`config.mk`:
```
export PLATFORM = sky130hd
export DESIGN_NAME = qr_grid_sampler
export DESIGN_NICKNAME = d
export VERILOG_FILES = /design/src/rtl/qr_grid_sampler.sv
export SDC_FILE = /design/constraint.sdc
export NUM_CORES = 1
export LEC_CHECK = 0
export ABC_CLOCK_PERIOD_IN_PS = 16700
export CORE_ASPECT_RATIO = 1.4
export CORE_MARGIN = 5
export CORE_UTILIZATION = 30
export CTS_CLUSTER_DIAMETER = 150
export CTS_CLUSTER_SIZE = 10
export DETAILED_ROUTE_END_ITERATION = 6
export PLACE_DENSITY = 0.52
export SYNTH_ARGS = -nofsm -noshare
export SYNTH_HDL_FRONTEND = slang
export SYNTH_SLANG_ARGS = --single-unit
```
`constraint.sdc`:
```
create_clock -name clk_in -period 16.7 [get_ports clk_in]
set_input_delay 3.34 -clock clk_in [delete_from_list [all_inputs] [get_ports clk_in]]
set_output_delay 3.34 -clock clk_in [all_outputs]
set_load 0.02 [all_outputs]
```
`src/rtl/qr_grid_sampler.sv`:
```
// qr_grid_sampler: walks a QR module grid anchored on the top-left finder centre, reads one
// binarized frame-buffer pixel per module (2-cycle read latency) and streams out module bits.
// Build option: define QR_MAJORITY_SAMPLE_EN to take a 3-tap horizontal majority per module
// (x-1, x, x+1) instead of a single centre sample.
module qr_grid_sampler #(
   parameter int unsigned MODULES = 21,
   parameter int unsigned HRES    = 320,
   parameter int unsigned VRES    = 240
) (
   input  logic            clk_in,
   input  logic            rst_in,
   input  logic [2:0][8:0] centers_x,
   input  logic [2:0][8:0] centers_y,
   input  logic [8:0]      mod_size,
   input  logic            mod_size_valid,
   output logic [16:0]     pixel_addr,
   input  logic            pixel_in,
   output logic            bit_out,
   output logic [8:0]      bit_addr,
   output logic            bit_valid,
   output logic            busy,
   output logic            done,
   output logic            oob_err
);

   // Running coordinates are kept wider than the 12-bit origin so col*mod_size cannot wrap.
   localparam int          CW   = 16;
   localparam int unsigned NMOD = MODULES * MODULES;
`ifdef QR_MAJORITY_SAMPLE_EN
   localparam int unsigned DRAIN_LEN = 4;
`else
   localparam int unsigned DRAIN_LEN = 2;
`endif
   localparam logic signed [CW-1:0] HRES_S = CW'(HRES);
   localparam logic signed [CW-1:0] VRES_S = CW'(VRES);

   typedef enum logic [1:0] {StIdle, StOrigin, StIssue, StDrain} state_t;

   state_t               state_q, state_d;
   logic [2:0][8:0]      cx_q, cy_q;
   logic [8:0]           ms_q;
   logic signed [CW-1:0] ox_q, x_q, y_q;
   logic [8:0]           col_q, k_q;
   logic [2:0]           drain_q;
   logic                 oob_q, done_q;
   logic                 v1_q, v2_q, o1_q, o2_q;
   logic [8:0]           a1_q, a2_q;
`ifdef QR_MAJORITY_SAMPLE_EN
   logic [1:0]           sub_q, s1_q, s2_q;
   logic                 m0_q, m1_q;
`endif

   logic                 accept, zero_start, drain_end, issuing, mod_step, last_step;
   logic                 in_frame, pix_ok;
   logic [9:0]           sum0, sum1, sum2, best;
   logic [8:0]           cx_sel, cy_sel;
   logic signed [CW-1:0] sx, ms_ext, ms3, ox_c, oy_c;

   // Pick the top-left finder (smallest x+y, ties to lowest index) and derive the grid origin.
   always_comb begin
      sum0   = {1'b0, cx_q[0]} + {1'b0, cy_q[0]};
      sum1   = {1'b0, cx_q[1]} + {1'b0, cy_q[1]};
      sum2   = {1'b0, cx_q[2]} + {1'b0, cy_q[2]};
      best   = sum0;
      cx_sel = cx_q[0];
      cy_sel = cy_q[0];
      if (sum1 < best) begin
         best   = sum1;
         cx_sel = cx_q[1];
         cy_sel = cy_q[1];
      end
      if (sum2 < best) begin
         best   = sum2;
         cx_sel = cx_q[2];
         cy_sel = cy_q[2];
      end
      ms_ext = $signed({7'b0, ms_q});
      ms3    = ms_ext + $signed({6'b0, ms_q, 1'b0});
      ox_c   = $signed({7'b0, cx_sel}) - ms3;
      oy_c   = $signed({7'b0, cy_sel}) - ms3;
   end

   // Current sample point, frame bounds test and frame-buffer address.
   always_comb begin
      issuing = (state_q == StIssue);
      sx      = x_q;
`ifdef QR_MAJORITY_SAMPLE_EN
      case (sub_q)
         2'd0:    sx = x_q - $signed(CW'(1));
         2'd2:    sx = x_q + $signed(CW'(1));
         default: sx = x_q;
      endcase
      mod_step = issuing && (sub_q == 2'd2);
`else
      mod_step = issuing;
`endif
      last_step  = mod_step && (k_q == 9'(NMOD - 1));
      in_frame   = !sx[CW-1] && (sx < HRES_S) && !y_q[CW-1] && (y_q < VRES_S);
      pixel_addr = (issuing && in_frame) ? 17'(y_q) * 17'(HRES) + 17'(sx) : 17'd0;
   end

   // Next-state logic for the sampling sequence.
   always_comb begin
      state_d    = state_q;
      accept     = 1'b0;
      zero_start = 1'b0;
      drain_end  = 1'b0;
      unique case (state_q)
         StIdle: begin
            if (mod_size_valid) begin
               if (mod_size != 9'd0) begin
                  accept  = 1'b1;
                  state_d = StOrigin;
               end else begin
                  zero_start = 1'b1;
               end
            end
         end
         StOrigin: state_d = StIssue;
         StIssue:  if (last_step) state_d = StDrain;
         StDrain: begin
            if (drain_q == 3'(DRAIN_LEN - 1)) begin
               drain_end = 1'b1;
               state_d   = StIdle;
            end
         end
         default: state_d = StIdle;
      endcase
   end

   // State register.
   always_ff @(posedge clk_in) begin
      if (rst_in) state_q <= StIdle;
      else        state_q <= state_d;
   end

   // Latched request, running grid walk, drain counter and status flags.
   always_ff @(posedge clk_in) begin
      if (rst_in) begin
         cx_q    <= '0;
         cy_q    <= '0;
         ms_q    <= '0;
         ox_q    <= '0;
         x_q     <= '0;
         y_q     <= '0;
         col_q   <= '0;
         k_q     <= '0;
         drain_q <= '0;
         oob_q   <= 1'b0;
         done_q  <= 1'b0;
      end else begin
         done_q  <= zero_start || drain_end;
         drain_q <= (state_q == StDrain) ? drain_q + 3'd1 : 3'd0;
         if (accept) begin
            cx_q  <= centers_x;
            cy_q  <= centers_y;
            ms_q  <= mod_size;
            oob_q <= 1'b0;
         end
         if (zero_start || (issuing && !in_frame)) oob_q <= 1'b1;
         if (state_q == StOrigin) begin
            ox_q  <= ox_c;
            x_q   <= ox_c;
            y_q   <= oy_c;
            col_q <= '0;
            k_q   <= '0;
         end
         if (mod_step) begin
            k_q <= k_q + 9'd1;
            if (col_q == 9'(MODULES - 1)) begin
               col_q <= '0;
               x_q   <= ox_q;
               y_q   <= y_q + ms_ext;
            end else begin
               col_q <= col_q + 9'd1;
               x_q   <= x_q + ms_ext;
            end
         end
      end
   end

`ifdef QR_MAJORITY_SAMPLE_EN
   // Tap counter within a module and capture of the first two taps for the vote.
   always_ff @(posedge clk_in) begin
      if (rst_in) begin
         sub_q <= '0;
         m0_q  <= 1'b0;
         m1_q  <= 1'b0;
      end else begin
         if (state_q == StOrigin) sub_q <= '0;
         else if (issuing)        sub_q <= (sub_q == 2'd2) ? 2'd0 : sub_q + 2'd1;
         if (v2_q && s2_q == 2'd0) m0_q <= pix_ok;
         if (v2_q && s2_q == 2'd1) m1_q <= pix_ok;
      end
   end
`endif

   // Two-stage tag pipeline matching the frame-buffer read latency.
   always_ff @(posedge clk_in) begin
      if (rst_in) begin
         v1_q <= 1'b0;
         v2_q <= 1'b0;
         o1_q <= 1'b0;
         o2_q <= 1'b0;
         a1_q <= '0;
         a2_q <= '0;
`ifdef QR_MAJORITY_SAMPLE_EN
         s1_q <= '0;
         s2_q <= '0;
`endif
      end else begin
         v1_q <= issuing;
         v2_q <= v1_q;
         if (issuing) begin
            a1_q <= k_q;
            o1_q <= !in_frame;
`ifdef QR_MAJORITY_SAMPLE_EN
            s1_q <= sub_q;
`endif
         end
         if (v1_q) begin
            a2_q <= a1_q;
            o2_q <= o1_q;
`ifdef QR_MAJORITY_SAMPLE_EN
            s2_q <= s1_q;
`endif
         end
      end
   end

   // Output bit: out-of-frame taps read as light.
   always_comb begin
      pix_ok = pixel_in & ~o2_q;
`ifdef QR_MAJORITY_SAMPLE_EN
      bit_valid = v2_q && (s2_q == 2'd2);
      bit_out   = bit_valid & ((m0_q & m1_q) | (m0_q & pix_ok) | (m1_q & pix_ok));
`else
      bit_valid = v2_q;
      bit_out   = v2_q & pix_ok;
`endif
      bit_addr = a2_q;
      busy     = (state_q != StIdle);
      done     = done_q;
      oob_err  = oob_q;
   end

endmodule

```
==> flow_summary.toml <==
[floorplan]
dieArea_um2 = 40700
fp.coreArea_um2 = 36500
die_w_um = 172
row_count = 83
start_util_pct = 30.2
die_h_um = 237
io_pins = 98

[route]
vias = 9642
vias_per_cell = 5.06
drt_pass1_iterations = 5
wl_per_cell_um = 15.8
wl_um = 30000
drt_iter0_markers = 333
drtAntennaViolNets = 0
drt_drc_violations_left = 0

[synthesis]
synth_area_leader_cell = "dfxtp_1"
syn-num-nets = 1556
ys_async_sr_fraction_pct = 0
synthTopCellsByArea = "dfxtp_1, ha_1, a21oi_1, nand2_1, nor2_1"
syn_area_um2 = 11000
synth_cells = 1353
ys_ff_latch = 154
ys_warn_count = 0
yosys_most_used_dff = "dfxtp_1"
yosys-top-cells-count = "nand2_1, nor2_1, dfxtp_1"
synth_edf_count = 0
synth_top_area_share_pct = 28.0
synth_cell_types = 72
yosysSeqAreaShare_pct = 28.0
syn_area_per_cell_um2 = 8.14
synth_most_common_cell = "nand2_1"

[sta]
hold_viol = 0
rsz0062_at_grt = "false"
period_minus_slack_ns = 7.88
tightest_slew_ns = 0.825
clock_skew_ns = 0.00994
fin_ws_ns = 8.82
fmax_mhz = 127
setup_viol = 0
relSlewSlack_pct = 45.0
fin_crit_sh_pct = 47.2
setup_tns_ns = 0
slew_violations = 0

[finish]
layout.nets = 1629
drive_above_1_share_pct = 5.49
diodes = 0
area_delta_synth_final_pct = 18.0

[setup_path]
required_ns = 13.36
r2r_end = "y_q[8]"
endpoint_kind = "output pin"
critPathLaunch = "pixel_in"
max_stage_delay_ns = 0.61
path_class = "input pin to output pin"
r2r_slack_ns = 9.00
crit_end = "bit_out"
cp.arrival_ns = 4.54
slowest_stage = "clkdlybuf4s50_1"
cpMostUsedCell = "clkdlybuf4s50_1"
ff2ff_path_depth = 34
crit_chain = "clkdlybuf4s50_1 > nand2_1 > nor2_1 > clkdlybuf4s50_1"
crit_fanout = 1
reg2reg_from = "cx_q[9]"
startpoint_type = "input pin"

[global_route]
grt_max_degree = 74
grt_pass1_wl_um = 48300
antenna_found_initial = 0
grt_pass1_vias = 9325
overflow = 0
grt_use_total_pct = 14.7

[placed_design]
portBuffers = 97
dp_hpwl_um = 23300
gp_congestion = 0.848
place_ws_ns = 8.83

[power_and_ir_drop]
power_density_nw_per_um2 = 187
p_total_mw = 2.42
p_leak_nw = 5.40
ir_drop_uv = 117

[clocking]
h-tree-depth = 4
hold_buffers = 0
numCtsBuffers = 17
cts_sinks = 154
cts-resized-gates = 0
cts_tree = "done"
clock_latency_ns = 0.44
clock_path_buffers = 2
clkTransAtPathRegs_ns = 0.06
root_buffer = "clkbuf_16"
post_cts_buffers = 0

[hold_path]
hold_start = "drain_q[0]"
hold_path_class = "flop to flop"

[job]
drv_cap = 0

[run_status]
status = "finished, final reports clean"
-- worst min path at each step --
stage / end / depth (start not counted)
after floorplan: drain_q[0] / 1
after global placement: drain_q[0] / 1
after detailed placement: drain_q[0] / 1
after CTS: drain_q[0] / 1
after global routing: drain_q[0] / 1
final: drain_q[0] / 1
-- critical path: cells and delay by family --
| family | cells | cell delay [ns] |
|---|---|---|
| buf+inv | 2 | 1.07 |
| simple gates | 2 | 0.13 |
-- layout make-up --
class                   instances  area, µm²
well taps                     467        584
flip-flops and latches        154       3080
clock inverters                13        108
clock buffers                  19        453
repair buffers                106       1040
fillers                      3810      23500
multi-input cells            1100       7550
inverters                      47        176
-- layout by cell type (no fill, tap or decap), types with 16 or more instances in the layout --
master,instances
a21o_1,19
mux2_4,16
nand2_1,184
and3_1,17
o21ai_1,31
xor2_1,36
nor3_1,21
a21oi_1,141
nand3_1,20
o21a_1,21
xnor2_1,38
ha_1,126
a211oi_1,22
mux2i_1,37
dfxtp_1,154
clkbuf_16,17
clkdlybuf4s50_1,96
o21ai_0,22
nor2_1,159
nor2b_1,19
inv_1,42
-- report_power, final --
group	internal (mW)	switching [mW]
clock network	0.201	0.171
logic	0.663	0.847
registers	0.445	0.0946
total	1.31	1.11
-- per-layer routing --
layer	track usage (%)	routed length [µm]
met1	17.3	13100
met2	26.5	15200
met3	2.64	1000
met4	5.10	751
met5	0	0
-- per-stage QoR --
step	hold slack (ns)	area, µm²	util [%]	std cells
after floorplan	0.421	11000	-	1353
after global placement	0.434	12400	34.1	1874
after detailed placement	0.446	12400	34.1	1874
after CTS	0.461	13000	35.6	1906
after global routing	0.478	13000	35.6	1906
final	0.453	13000	35.6	1906
-- kinds of logic (layout without fill, tap and decap cells) --
family	after synthesis	in the layout	synth area share, %
AO/OA/AOI/OAI	346	346	20.2
XOR/XNOR	74	74	5.89
adder cells (fa/ha/maj)	136	136	16.1
buffers and inverters	99	185	3.56
flip-flops	154	154	28.0
multiplexers	71	71	7.39
AND/OR/NAND/NOR	473	473	18.8
-- sequential cells by signal, summed over array words and instances (netlist names), 12 cells and up --
name	count
ox_q	12
sx	16
cx_q	27
y_q	16
cy_q	27
(Power assumes the default switching activity.)
